File: config.mk
export PLATFORM = sky130hd
export DESIGN_NAME = fetch_ctrl
export DESIGN_NICKNAME = d
export VERILOG_FILES = /design/src/rtl/fetch_ctrl_pkg.sv /design/src/rtl/fetch_track_cnt.sv /design/src/rtl/fetch_ctrl.sv
export SDC_FILE = /design/constraint.sdc
export NUM_CORES = 1
export LEC_CHECK = 0
export ABC_AREA = 1
export BUFFER_PORTS_ARGS = -buffer_cell sky130_fd_sc_hd__buf_2
export CAP_MARGIN = 20
export CELL_PAD_IN_SITES_DETAIL_PLACEMENT = 1
export CELL_PAD_IN_SITES_GLOBAL_PLACEMENT = 2
export CORE_MARGIN = 5
export CORE_UTILIZATION = 30
export CTS_BUF_LIST = sky130_fd_sc_hd__clkbuf_8
export DETAILED_ROUTE_END_ITERATION = 10
export PLACE_DENSITY = 0.95
export SYNTH_ARGS = -nofsm -noshare
export SYNTH_HDL_FRONTEND = slang
export SYNTH_SLANG_ARGS = --single-unit
File: constraint.sdc
create_clock -name clk -period 4.25 [get_ports clk]
set_input_delay 0.2125 -clock clk [delete_from_list [all_inputs] [get_ports clk]]
set_output_delay 0.2125 -clock clk [all_outputs]
set_load 0.02 [all_outputs]
File: src/rtl/fetch_ctrl_pkg.sv
// Shared CPU definitions used by the fetch front end: reset vector, exception
// flags carried down the pipe, and the fetch sequencer states.
package fetch_ctrl_pkg;

  localparam logic [31:0] RESET_PC = 32'hBFC0_0000;

  typedef struct packed {
    logic Interrupt;
    logic AdEL;
    logic RI;
    logic Syscall;
    logic Break;
    logic Eret;
    logic Overflow;
  } ExceptinPipeType;

  typedef enum logic [1:0] {
    RESET,
    RUN,
    CANCEL
  } fetch_state_t;

  function automatic logic is_misaligned(input logic [31:0] pc);
    return pc[1:0] != 2'b00;
  endfunction

endpackage

File: src/rtl/fetch_track_cnt.sv
// Tracks I-cache fetches that are accepted but unanswered, split into live
// (inflight) and killed-by-redirect (cancel) populations.
module fetch_track_cnt #(
  parameter int MAX_INFLIGHT = 2,
  parameter int CNT_W        = 2
) (
  input  logic             clk,
  input  logic             rst,
  input  logic             i_accept,
  input  logic             i_accept_kill,
  input  logic             i_resp,
  input  logic             i_flush,
  output logic [CNT_W-1:0] o_inflight,
  output logic [CNT_W-1:0] o_cancel,
  output logic [CNT_W-1:0] o_cancel_nxt,
  output logic             o_resp_valid
);
  import fetch_ctrl_pkg::*;

  logic [CNT_W-1:0] r_inflight, r_cancel;
  logic [CNT_W-1:0] w_inflight_nxt, w_cancel_nxt;
  logic             w_cancel_busy;

  assign w_cancel_busy = (r_cancel != '0);
  assign o_resp_valid  = i_resp & ~w_cancel_busy;

  // A redirect kills everything outstanding, including a fetch accepted in the
  // same cycle; the response arriving now retires one of them either way.
  always_comb begin
    w_inflight_nxt = r_inflight;
    w_cancel_nxt   = r_cancel;
    if (i_flush) begin
      w_inflight_nxt = '0;
      w_cancel_nxt   = r_cancel + r_inflight + CNT_W'(i_accept) - CNT_W'(i_resp);
    end else begin
      w_inflight_nxt = r_inflight + CNT_W'(i_accept & ~i_accept_kill) - CNT_W'(o_resp_valid);
      w_cancel_nxt   = r_cancel + CNT_W'(i_accept & i_accept_kill) - CNT_W'(i_resp & w_cancel_busy);
    end
  end

  always_ff @(posedge clk) begin
    if (rst) begin
      r_inflight <= '0;
      r_cancel   <= '0;
    end else begin
      r_inflight <= w_inflight_nxt;
      r_cancel   <= w_cancel_nxt;
    end
  end

  always_ff @(posedge clk) begin
    if (!rst) begin
      assert (r_inflight <= CNT_W'(MAX_INFLIGHT));
      assert (r_cancel <= CNT_W'(MAX_INFLIGHT));
    end
  end

  assign o_inflight   = r_inflight;
  assign o_cancel     = r_cancel;
  assign o_cancel_nxt = w_cancel_nxt;

endmodule

File: src/rtl/fetch_ctrl.sv
// Front-end fetch sequencer: owns the pre-IF PC, drives the I-cache request
// handshake and IF register controls, and applies EX/MEM redirects.
//   state  | meaning
//   RESET  | one idle cycle after reset, no request
//   RUN    | normal fetching
//   CANCEL | stale responses still owed by the I-cache are being dropped
module fetch_ctrl #(
  parameter logic [31:0] RESET_PC     = fetch_ctrl_pkg::RESET_PC,
  parameter int          MAX_INFLIGHT = 2,
  parameter int          CNT_W        = 2
) (
  input  logic                            clk,
  input  logic                            rst,
  input  logic                            MEM_Flush,
  input  logic [31:0]                     MEM_FlushPC,
  input  logic                            EXE_Redirect,
  input  logic [31:0]                     EXE_RedirectPC,
  input  logic                            ID_Stall,
  input  logic                            cpu_addr_ok,
  input  logic                            cpu_data_ok,
  output logic                            cpu_req,
  output logic [31:0]                     cpu_addr,
  output logic [31:0]                     PREIF_PC,
  output fetch_ctrl_pkg::ExceptinPipeType PREIF_ExceptType,
  output logic                            IF_Wr,
  output logic                            IF_Flush,
  output logic                            Resp_Valid
);
  import fetch_ctrl_pkg::*;

  fetch_state_t     r_state, w_state_nxt;
  logic [31:0]      r_pc, r_pend_pc;
  logic             r_pend_valid, r_req_held;
  logic [CNT_W-1:0] w_inflight, w_cancel, w_cancel_nxt;
  logic [CNT_W:0]   w_outstanding;
  logic [31:0]      w_target;
  logic             w_active, w_redirect, w_new_req, w_accept, w_hs_wait, w_resp_valid;

  assign w_active      = ~rst & (r_state != RESET);
  assign w_redirect    = w_active & (MEM_Flush | EXE_Redirect);
  assign w_target      = MEM_Flush ? MEM_FlushPC : EXE_RedirectPC;
  assign w_outstanding = {1'b0, w_inflight} + {1'b0, w_cancel};
  assign w_new_req     = w_active & ~ID_Stall
                       & (w_inflight < CNT_W'(MAX_INFLIGHT))
                       & (w_outstanding < (CNT_W+1)'(MAX_INFLIGHT));

  assign cpu_req   = w_active & (r_req_held | w_new_req);
  assign cpu_addr  = r_pc;
  assign PREIF_PC  = r_pc;
  assign w_accept  = cpu_req & cpu_addr_ok;
  // Any unaccepted request, fresh or held, must stay stable, so a redirect
  // landing on it is parked in pend_pc.
  assign w_hs_wait = cpu_req & ~cpu_addr_ok;

  assign IF_Wr      = w_accept;
  assign IF_Flush   = ~w_active | w_redirect | (w_accept & r_pend_valid);
  assign Resp_Valid = w_active & w_resp_valid;

  always_comb begin
    PREIF_ExceptType      = '0;
    PREIF_ExceptType.AdEL = is_misaligned(r_pc);
  end

  fetch_track_cnt #(
    .MAX_INFLIGHT(MAX_INFLIGHT),
    .CNT_W       (CNT_W)
  ) u_track (
    .clk          (clk),
    .rst          (rst),
    .i_accept     (w_accept),
    .i_accept_kill(r_pend_valid),
    .i_resp       (w_active & cpu_data_ok),
    .i_flush      (w_redirect),
    .o_inflight   (w_inflight),
    .o_cancel     (w_cancel),
    .o_cancel_nxt (w_cancel_nxt),
    .o_resp_valid (w_resp_valid)
  );

  always_ff @(posedge clk) begin
    if (rst) r_state <= RESET;
    else     r_state <= w_state_nxt;
  end

  always_comb begin
    w_state_nxt = r_state;
    case (r_state)
      RESET:       w_state_nxt = RUN;
      RUN, CANCEL: w_state_nxt = (w_cancel_nxt != '0) ? CANCEL : RUN;
      default:     w_state_nxt = RESET;
    endcase
  end

  always_ff @(posedge clk) begin
    if (rst) begin
      r_pc         <= RESET_PC;
      r_pend_pc    <= '0;
      r_pend_valid <= 1'b0;
      r_req_held   <= 1'b0;
    end else begin
      r_req_held <= w_hs_wait;
      if (w_redirect && w_hs_wait) begin
        r_pend_pc    <= w_target;
        r_pend_valid <= 1'b1;
      end else if (w_redirect) begin
        r_pc         <= w_target;
        r_pend_valid <= 1'b0;
      end else if (w_accept && r_pend_valid) begin
        r_pc         <= r_pend_pc;
        r_pend_valid <= 1'b0;
      end else if (w_accept) begin
        r_pc <= r_pc + 32'd4;
      end
    end
  end

endmodule
Word-level counts from Yosys, hierarchy flattened
Index checks and enable logic that the tools add are counted.

word-level totals
  bits in registers = 72
  bits of input ports = 71
  logic and storage cells = 68

cells by class
  $add $sub $neg = 9
  magnitude comparators = 2
  equality and inequality tests = 2
  muxes and demuxes = 10
  bitwise logic cells = 26
  reductions and logical operators = 12

operators with widths
  cell                                                                  number
  32-bit two-way mux                                                    4
  32-bit by 3-bit adder with 32-bit output, second input constant       1
  1-bit bitwise AND                                                     14
  2-bit nonzero test                                                    4
  2-bit adder                                                           3
  1-bit NOT                                                             6
  3-bit nonzero test                                                    2
  2-bit two-way mux                                                     2
  1-bit bitwise OR                                                      4
  2-bit case mux with 2 select lines                                    1
  2-bit OR reduction                                                    2
  2-bit by 1-bit subtractor with 2-bit output                           2
  2-bit by 2-bit adder with 3-bit output                                1
  3-bit by 2-bit < comparator with 1-bit output, second input constant  1
  1-bit two-way mux                                                     3
  2-bit by 1-bit adder with 2-bit output                                1
  1-bit by 2-bit bitwise AND with 2-bit output                          1
  2-bit by 1-bit == test with 1-bit output, second input constant       1
  2-bit == test, second input constant                                  1
  1-bit logical AND                                                     2
  2-bit zero test                                                       1
  2-bit < comparator, second input constant                             1
  1-bit NOT with 2-bit output                                           1
  2-bit AND reduction                                                   1
  2-bit subtractor                                                      1

Longest topological paths before layout
Gate-level depths: netlist of run 1.

  depth in word-level cells = 15
  mapped depth = 14

Cells and area by module
A second synthesis of run 1 with hierarchy kept.

second synthesis, totals
  cell total of the unflattened synthesis = 857
  area total of the unflattened synthesis = 5137.4 µm²

by module, submodules not included
  module           instances  cells an instance  area each (µm²)  seq. area each (µm²)
  fetch_ctrl       1          794                4728.3           1361.3
  fetch_track_cnt  1          63                 409.1            80.1

Worst setup path before layout of run 1
No wires, ideal clock.

  path type = register to register
  start = reg u_track.r_cancel[0], in the netlist u_track.o_cancel[0]
  end = reg r_state[0]
  setup time = 0.114 ns
  arrival = 2.325 ns
  required time = 4.136 ns
  slack = 1.811 ns
  stages on the path, launching flop included = 14
  period minus slack after synthesis = 2.439 ns
  cell sequence = dfxtp_1 nand2_1 inv_1 fa_1 nor2_1 nand2_1 nand2_2 nand3_1 fa_1 or2_2 nand2_1 inv_1 nand4_1 nand2_1

on the way
  cells in the longest elaborated chain, start to end = 13
  elaborated cells on any way between the ends = 18
  classes of those cells = 6 x add/sub; 1 x order compare; 3 x mux; 6 x bitwise; 2 x reduce/logical

RTL lines
  what                                           RTL line               source
  start, declared                                fetch_track_cnt.sv:20  logic [CNT_W-1:0] r_inflight, r_cancel;
  start signal, assigned                         fetch_track_cnt.sv:47  r_cancel <= w_cancel_nxt;
  2-bit by 2-bit adder with 3-bit output         fetch_ctrl.sv:42       assign w_outstanding = {1'b0, w_inflight} + {1'b0, w_cancel};
  3-bit by 2-bit < comparator with 1-bit output  fetch_ctrl.sv:45       & (w_outstanding < (CNT_W+1)'(MAX_INFLIGHT));
  1-bit bitwise AND                              fetch_ctrl.sv:45
  1-bit bitwise OR                               fetch_ctrl.sv:47       assign cpu_req = w_active & (r_req_held | w_new_req);
  1-bit bitwise AND                              fetch_ctrl.sv:47
  1-bit bitwise AND                              fetch_ctrl.sv:50       assign w_accept = cpu_req & cpu_addr_ok;
  1-bit bitwise AND                              fetch_track_cnt.sv:37  w_cancel_nxt = r_cancel + CNT_W'(i_accept & i_accept_kill) - CNT_W'(i_resp & w_cancel_busy);
  2-bit adder                                    fetch_track_cnt.sv:37
  2-bit subtractor                               fetch_track_cnt.sv:37
  2-bit two-way mux *                            fetch_track_cnt.sv:32  if (i_flush) begin
  2-bit nonzero test *                           fetch_ctrl.sv:89       RUN, CANCEL: w_state_nxt = (w_cancel_nxt != '0) ? CANCEL : RUN;
  2-bit two-way mux *                            fetch_ctrl.sv:89
  2-bit case mux with 2 select lines *           fetch_ctrl.sv:87       case (r_state)
  end signal, assigned                           fetch_ctrl.sv:82       else r_state <= w_state_nxt;
  end, declared                                  fetch_ctrl.sv:31       fetch_state_t r_state, w_state_nxt;

Mark *: on every way between the ends. The rest lies on a longest branch, timed or not.
A chain may end at the register's enable or synchronous reset.

Final worst setup path of run 1
  start = reg u_track.r_cancel[0], in the netlist u_track.o_cancel[0]
  end = reg r_pc[0], in the netlist PREIF_PC[0]

on the way
  cells in the longest elaborated chain, start to end = 9
  elaborated cells on any way between the ends = 14
  classes of those cells = 1 x add/sub; 1 x order compare; 2 x mux; 6 x bitwise; 4 x reduce/logical

RTL lines
  what                                                                               RTL line                              source
  2-bit by 2-bit adder with 3-bit output *                                           fetch_ctrl.sv:42
  3-bit by 2-bit < comparator with 1-bit output *                                    fetch_ctrl.sv:45
  1-bit bitwise AND *                                                                fetch_ctrl.sv:45
  1-bit bitwise OR *                                                                 fetch_ctrl.sv:47
  1-bit bitwise AND *                                                                fetch_ctrl.sv:47
  1-bit bitwise AND, on equally long branches                                        fetch_ctrl.sv:50, fetch_ctrl.sv:53
  1-bit logical AND, on equally long branches                                        fetch_ctrl.sv:108, fetch_ctrl.sv:102
  3-bit nonzero test (no source line), or another cell as far along                  n/a
  2-bit AND reduction (no source line) / 32-bit two-way mux (equally long branches)  n/a
  end signal, assigned                                                               fetch_ctrl.sv:106                     r_pc <= w_target;
  end signal, assigned                                                               fetch_ctrl.sv:109                     r_pc <= r_pend_pc;
  end signal, assigned                                                               fetch_ctrl.sv:112                     r_pc <= r_pc + 32'd4;
  end, declared                                                                      fetch_ctrl.sv:32                      logic [31:0] r_pc, r_pend_pc;

Marks and branches as above.

==> flow_summary.toml, run 1 <==
[outcome]
outcome = "completed"

[timing]
max_freq_mhz = 327.0
finalMaxSlewViolations = 0
period_share = 0.7195
worst_clock_skew_ns = 0.007707
rsz0062_at_grt = "no"
worst_pin_slew_ns = 0.9112
period_needed_ns = 3.058
setup_viol = 0
setup_tns_ns = 0
hold_viol = 0
relSlewSlack = 0.3888

[clock_tree]
clkSinkCount = 72
cts_resized = 0
clock_latency_ns = 0.36
htreeDepth = 3
max-clock-path-buffers = 2
hold_buffers = 0
cts_tree = "done"
cts-root-buf = "clkbuf_8"
cts_buffers = 9
cts_setup_buffers = 0
clk_pin_slew_ns = 0.08

[grt]
grt_pass1_vias = 5215
grt_max_degree = 50
grt_pass1_wl_um = 26650
track_usage = 0.1787
grt_antenna_before_repair = 0
grt_overflow_total = 0

[critical_path]
slowest_stage = "inv_2"
critPathBufInv = 2
critPathCaptureType = "register"
arrival_ns = 3.30
cp_max_fo = 28
r2r_start = "u_track.o_cancel[0]"
startpoint = "u_track.o_cancel[0]"
crit_family = "simple AND/OR/NAND/NOR gates"
crit_type = "reg -> reg"
crit_chain = "nand2_1, inv_1, fa_1, nor2_1, nand2_1, nand2_2, nand2_1, nor2_1, nand2_1, inv_2, nor2_1, o21ai_0, a21oi_1"
worstSetupStartpointType = "register"
crit_required_ns = 4.49
max_stage_delay_ns = 0.59
crit_path_frequent_cell = "nand2_1"

[synthesis]
syn-instance-count = 772
ys_warn_count = 0
ys_seq_area_frac = 0.2940
syn_avg_cell_area_um2 = 6.352
ys_async_sr_fraction = 0
synth_cell_types = 39
synthesis.area_mm2 = 0.004903
dominantRegCellSynth = "dfxtp_1"
synth-seq-cells = 72
synth_edf_count = 0

[run]
drv_cap = 0

[detailed_routing]
wl_per_cell_um = 15.62
ant_nets = 0
vias = 5205
drtPass1Iterations = 4
viasPerCell = 4.819
drc = 0
routed_wl_um = 16870
drt-initial-drc-count = 230

[finish]
nets = 940
diodes = 0
drive_gt1_frac = 0.2037
layout_commonest_cell = "nand2_1"
area_delta_synth_final_pct = 15.97
fill_cells = 2135
finalNonFillerCells = 1080
final_cell_mix = "260 x nand2_1, 139 x buf_2, 72 x dfxtp_1, 63 x a21oi_1, 55 x inv_1"

[place]
dp_hpwl_um = 12510
placed_cells = 1064
place_congestion = 0.8716
port_buffers = 139

[power]
ir_worst_vdd_mv = 0.1449
powerDensity_mw_per_mm2 = 422.8
power.leakage_nw = 2.742

[hold_path]
holdCritStartpoint = "cpu_addr_ok"
hp-class = "in -> reg"

[floorplan]
dieWidth_um = 137.8
die_height_um = 137.8
initial_core_util = 0.3076
core-area_mm2 = 0.01594
io_pins = 146
fp-row-count = 46
dieArea_mm2 = 0.01900
cell usage after synthesis, types with 11 or more instances:
| master | number | area [µm²] |
|---|---|---|
| nor2_1 | 49 | 183.9 |
| dfxtp_1 | 72 | 1441 |
| o21ai_0 | 44 | 220.2 |
| buf_2 | 13 | 65.06 |
| xor2_1 | 11 | 96.34 |
| clkbuf_1 | 19 | 71.32 |
| a31oi_1 | 23 | 143.9 |
| inv_1 | 55 | 206.5 |
| nand3_1 | 41 | 205.2 |
| nand2_1 | 260 | 975.9 |
| buf_4 | 39 | 292.8 |
| a21oi_1 | 63 | 315.3 |
per-stage QoR:
stage | instance area (µm²) | setup slack (ns) | hold WS (ns) | total power, mW | utilization
final | 5687 | 1.192 | 0.06999 | 2.404 | 0.3567
after floorplan | 4922 | 1.811 | 0.2955 | 1.606 | -
after global routing | 5687 | 0.8475 | 0.04737 | 2.582 | 0.3567
after detailed placement | 5482 | 1.199 | 0.4473 | 1.855 | 0.3438
after global placement | 5482 | 1.321 | 0.4418 | 1.833 | 0.3438
after CTS | 5687 | 1.174 | 0.04847 | 2.439 | 0.3567
kinds of logic after synthesis:
| family | count (synthesis) | synth area share |
|---|---|---|
| fa+ha+maj | 10 | 0.02858 |
| compound gates | 148 | 0.1679 |
| simple gates | 381 | 0.3230 |
| xor+xnor | 19 | 0.03394 |
| mux | 6 | 0.01225 |
| flops | 72 | 0.2940 |
| other cells | 1 | 0.0007648 |
| buf+inv | 135 | 0.1396 |
routing by layer:
metal	wire (µm)	vias to the layer above	part of all wire	GRT usage
li1	-	2632	-	-
met1	7950	2443	0.47	0.2342
met2	7981	123	0.47	0.3037
met3	789	7	0.047	0.03944
met4	148	0	0.0088	0.03348
met5	0	-	0	0
cell type report:
type	instances	area, µm²	area share
Clock inverter	5	53.80	0.009461
Sequential cell	72	1441	0.2535
Inverter	60	225.2	0.03960
Tap cell	216	270.3	0.04752
Clock buffer	11	151.4	0.02662
Timing Repair Buffer	146	748.2	0.1316
Multi-Input combinational cell	570	2796	0.4917
worst reg2reg max path: cells and delay by family (launching register included):
kind / cells / cell delay, ns
AOI/OAI and AO/OA: 2 / 0.25
adders and majority gates: 1 / 0.42
buffers and inverters: 2 / 0.67
DFF: 1 / 0.40
and+or+nand+nor: 8 / 1.21
flip-flops by register name, summed over array words and instances, names as in the netlist:
| register | count |
|---|---|
| r_state | 2 |
| r_pend_valid | 1 |
| u_track.o_inflight | 2 |
| r_pend_pc | 32 |
| PREIF_PC | 32 |
| r_req_held | 1 |
| u_track.o_cancel | 2 |
final timing paths:
path	depth (start not counted)	end	slack (ns)
worst min-delay path	2	r_req_held	0.07
worst min register to register	2	r_pend_pc[7]	0.46
worst max-delay path	13	PREIF_PC[0]	1.19
worst max register to register	13	PREIF_PC[0]	1.19
power breakdown:
group          internal (mW)  switching (mW)  total [mW]
clock                  0.302           0.272       0.574
combinational          0.327           0.635       0.961
sequential             0.753           0.116       0.869
total                   1.38            1.02        2.40
Power figures use the tool's default switching activity.
==> run 2, diff against run 1 <==
CORE_UTILIZATION = 25   (was 30)
PLACE_DENSITY = 0.88   (was 0.95)
clock period = 2.8 ns   (was 4.25 ns; I/O delays follow)
==> run 2 against run 1 <==
  * First-iteration DRC count down 1.3%
  * Maximum frequency rose by 20%
  * Largest cell class unchanged
  * Largest power group unchanged
  * Sequential share of layout area is 0.57 points lower
  * Register-to-register slack worse by 0.93 ns
  * Power is 50% higher
  * Critical endpoint is now r_state[0]
==> flow_summary.toml, run 2 (synthesis gave the netlist of run 1 again) <==
[outcome]
outcome = "completed"

[finish]
layout_commonest_cell = "nand2_1"
area_delta_synth_final_pct = 18.73
final_area_mm2 = 0.005822
final_cell_mix = "260 x nand2_1, 139 x buf_2, 71 x dfxtp_1, 63 x a21oi_1, 57 x inv_1"
diodes = 0
nets = 950
drive_gt1_frac = 0.2128
finalNonFillerCells = 1139

[grt]
grt_antenna_before_repair = 0
grt_max_degree = 44
grt_overflow_total = 0
grt_pass1_wl_um = 27740
track_usage = 0.1554
grt_pass1_vias = 5372

[place]
pre_cts_ws_ns = 0.1552
port_buffers = 139
dp_hpwl_um = 13400
place_congestion = 0.8328
place_area_mm2 = 0.005630
placed_cells = 1123

[floorplan]
dieWidth_um = 150.1
core-area_mm2 = 0.01940
fp-row-count = 51
dieArea_mm2 = 0.02252
die_height_um = 150.1
initial_core_util = 0.2528
io_pins = 146

[clock_tree]
cts_buffers = 9
cts_tree = "done"
clkSinkCount = 72
clock_latency_ns = 0.36
hold_buffers = 0
htreeDepth = 3
cts_resized = 0
max-clock-path-buffers = 2
clk_pin_slew_ns = 0.08
cts-root-buf = "clkbuf_8"
cts_setup_buffers = 0

[run]
drv_cap = 0

[timing]
period_needed_ns = 2.538
hold_viol = 0
finalMaxSlewViolations = 0
period_share = 0.9063
setup_viol = 0
rsz0062_at_grt = "no"
setup_tns_ns = 0
worst_clock_skew_ns = 0.006580
relSlewSlack = 0.3862
worst_pin_slew_ns = 0.9196
max_freq_mhz = 394.1
worst_slack_ns = 0.2624

[detailed_routing]
viasPerCell = 4.585
drtPass1Iterations = 4
drc = 0
wl_per_cell_um = 15.38
vias = 5222
routed_wl_um = 17520
ant_nets = 0
drt-initial-drc-count = 227

[power]
powerDensity_mw_per_mm2 = 620.5
ir_worst_vdd_mv = 0.1930
power.leakage_nw = 2.785

[critical_path]
crit_type = "reg -> reg"
arrival_ns = 2.78
worstSetupStartpointType = "register"
crit_required_ns = 3.05
cp_max_fo = 6
critPathCaptureType = "register"

[hold_path]
hp-class = "in -> reg"
run 2: cell count changes in the layout (fill, tap and decap cells not counted), sizes merged:
cell | before | now
clkinvlp | 0 | 1
clkinv | 4 | 2
bufinv | 1 | 0
buf | 146 | 156
clkbuf | 11 | 12
inv | 60 | 61
run 2: final cells by class:
cell class / count / area (µm²)
clock buffers: 12 / 165.2
clock inverters: 4 / 20.02
fillers: 2567 / 13580
inverters: 60 / 225.2
multi-input cells: 570 / 2801
flip-flops and latches: 72 / 1443
well taps: 265 / 331.6
repair buffers: 156 / 835.8
run 2: final timing paths:
| check | start | end | slack, ns | depth (start not counted) |
|---|---|---|---|---|
| worst max register to register | u_track.o_cancel[1] | r_state[0] | 0.26 | 11 |
| worst min register to register | r_pend_pc[6] | r_pend_pc[6] | 0.46 | 2 |
| worst max-delay path | u_track.o_cancel[1] | r_state[0] | 0.26 | 11 |
| worst min-delay path | cpu_addr_ok | r_req_held | 0.03 | 2 |
run 2: power breakdown:
group          internal (mW)  switching [mW]
registers               1.14           0.182
clock network          0.387           0.410
logic                  0.517           0.973
total                   2.05            1.56
run 2: through the flow:
step	utilization	total power, mW	hold WS, ns
5_1_grt	0.3001	3.876	0.02267
3_5_place_dp	0.2902	2.850	0.3843
3_3_place_gp	0.2902	2.815	0.3887
2_1_floorplan	-	2.437	0.2230
6_report	0.3001	3.613	0.02857
4_1_cts	0.2998	3.657	0.004601
run 2: worst max-delay path: stages (launching register included):
cell,delay (ns)
dfxtp_1,0.48
fa_1,0.44
nor2_1,0.11
nand2_1,0.08
nand2_2,0.13
nand3_2,0.17
fa_1,0.47
or2_2,0.30
nand2_1,0.07
inv_1,0.05
nand4_1,0.06
nand2_1,0.06
run 2: per-layer routing:
metal / track usage / vias to the layer above / wire, µm
li1: - / 2658 / -
met1: 0.2095 / 2453 / 8661
met2: 0.2595 / 96 / 8047
met3: 0.02332 / 15 / 576
met4: 0.04071 / 0 / 231
met5: 0 / - / 0
==> run 3, diff against run 2 <==
BUFFER_PORTS_ARGS = default   (was -buffer_cell sky130_fd_sc_hd__buf_2)
CORE_UTILIZATION = 31   (was 25)
DONT_BUFFER_PORTS = 1   (was default)
==> run 3 against run 2 <==
  * Register-to-register slack better by 0.04 ns
  * Sequential power up 5%
  * Combinational power down 14%
  * First-iteration DRC count shrank 5.7%
  * Largest cell class unchanged
==> flow_summary.toml, run 3 (synthesis gave the netlist of run 1 again) <==
[critical_path]
arrival_ns = 2.75
cp_max_fo = 37
crit_required_ns = 3.05
critPathCaptureType = "register"
r2r_cells = 12
crit_type = "reg -> reg"
worstSetupStartpointType = "register"

[grt]
grt_max_degree = 44
grt_pass1_vias = 5013
track_usage = 0.1846
grt_antenna_before_repair = 0
grt_overflow_total = 0
grt_pass1_wl_um = 26680

[power]
powerDensity_mw_per_mm2 = 672.2
power.leakage_nw = 2.301
ir_worst_vdd_mv = 0.2621

[detailed_routing]
drtPass1Iterations = 4
vias = 4835
top_layer = "met4"
drt-initial-drc-count = 214
dr_wl_met2_um = 7738
met3_length_um = 930
viasPerCell = 4.979
ant_nets = 0
m1WireLength_um = 7916
drc = 0
routed_wl_um = 16790
wl_per_cell_um = 17.29

[timing]
relSlewSlack = 0.3945
period_share = 0.8933
setup_viol = 0
hold_viol = 0
hold-worst-slack_ns = 0.05190
finalMaxSlewViolations = 0
worst_clock_skew_ns = 0.01527
period_needed_ns = 2.501
rsz0062_at_grt = "no"
setup_tns_ns = 0
worst_pin_slew_ns = 0.9073
max_freq_mhz = 399.8

[finish]
area_delta_synth_final_pct = 6.481
layout_commonest_cell = "nand2_1"
final_cell_mix = "260 x nand2_1, 72 x dfxtp_1, 63 x a21oi_1, 57 x inv_1, 49 x nor2_1"
nets = 832
drive_gt1_frac = 0.08477
diodes = 0
fill_cells = 2042

[outcome]
outcome = "completed"

[place]
dp_hpwl_um = 12460
place_congestion = 0.8771
port_buffers = 0

[floorplan]
dieWidth_um = 135.8
die_height_um = 135.8
io_pins = 146
dieArea_mm2 = 0.01843
fp-row-count = 46
initial_core_util = 0.3121
core-area_mm2 = 0.01571

[clock_tree]
clk_pin_slew_ns = 0.08
htreeDepth = 3
max-clock-path-buffers = 2
cts-root-buf = "clkbuf_8"
clock_latency_ns = 0.35
cts_resized = 0
cts_setup_buffers = 0
clkSinkCount = 72
cts_tree = "done"
cts_buffers = 9

[run]
drv_cap = 0

[hold_path]
hp-class = "in -> reg"
min_delay_path_depth = 4
==> run 3: cell types whose count changed in the layout (fill, tap and decap cells not counted) <==
cell / before / now
buf_2: 139 / 0
buf_4: 16 / 36
bufinv_16: 0 / 1
clkbuf_8: 12 / 10
dfxtp_1: 71 / 72
dfxtp_2: 1 / 0
dlygate4sd3_1: 0 / 1
nand3_1: 40 / 41
nand3_2: 1 / 0
==> run 3: area by class of cell <==
class / count / area [µm²] / share of cell area
multi-input cells: 570 / 2796 / 0.5356
flip-flops and latches: 72 / 1441 / 0.2761
repair buffers: 38 / 300.3 / 0.05751
well taps: 216 / 270.3 / 0.05176
inverters: 60 / 225.2 / 0.04313
clock buffers: 10 / 137.6 / 0.02636
clock inverters: 5 / 50.05 / 0.009585
==> run 3: through the flow <==
step | instances | util | worst slack (ns) | cell area (µm²) | power (mW)
after floorplan | 777 | - | 0.3614 | 4922 | 2.437
after global placement | 954 | 0.3184 | 0.3682 | 5004 | 2.665
after detailed placement | 954 | 0.3184 | 0.2884 | 5004 | 2.695
after CTS | 971 | 0.3323 | 0.2669 | 5221 | 3.556
after global routing | 971 | 0.3323 | 0.1000 | 5221 | 3.765
final | 971 | 0.3323 | 0.2988 | 5221 | 3.510
==> run 3: worst max-delay path, stage by stage (launching register included) <==
cell and delay [ns]:
dfxtp_1 0.35, nand2_1 0.07, inv_1 0.05, fa_1 0.47, nor2_1 0.04, nand2_1 0.08, nand2_2 0.09, nand3_1 0.13
buf_4 0.16, o21ai_4 0.06, inv_2 0.51, a31oi_1 0.14, a21o_1 0.22
==> run 3: power by group <==
group / switching (mW) / total [mW] / internal, mW
Combinational: 0.847 / 1.28 / 0.433
Clock: 0.410 / 0.834 / 0.424
Sequential: 0.253 / 1.40 / 1.14
==> run 3: final timing paths <==
check	from	to	slack, ns
worst max-delay path	u_track.o_cancel[0]	PREIF_PC[27]	0.30
worst min-delay path	MEM_FlushPC[11]	r_pend_pc[11]	0.05
worst max register to register	u_track.o_cancel[0]	PREIF_PC[27]	0.30
worst min register to register	r_pend_pc[3]	r_pend_pc[3]	0.46
==> run 3: per-layer routing <==
layer	up-vias	global-route usage
li1	2421	-
met1	2305	0.2371
met2	95	0.3081
met3	14	0.05015
met4	0	0.04479
met5	-	0
==> run 3: timing repair <==
item,CTS,global route
endpoints found under the hold margin,44,0
endpoints found under the setup margin,0,0
hold buffers,2,0
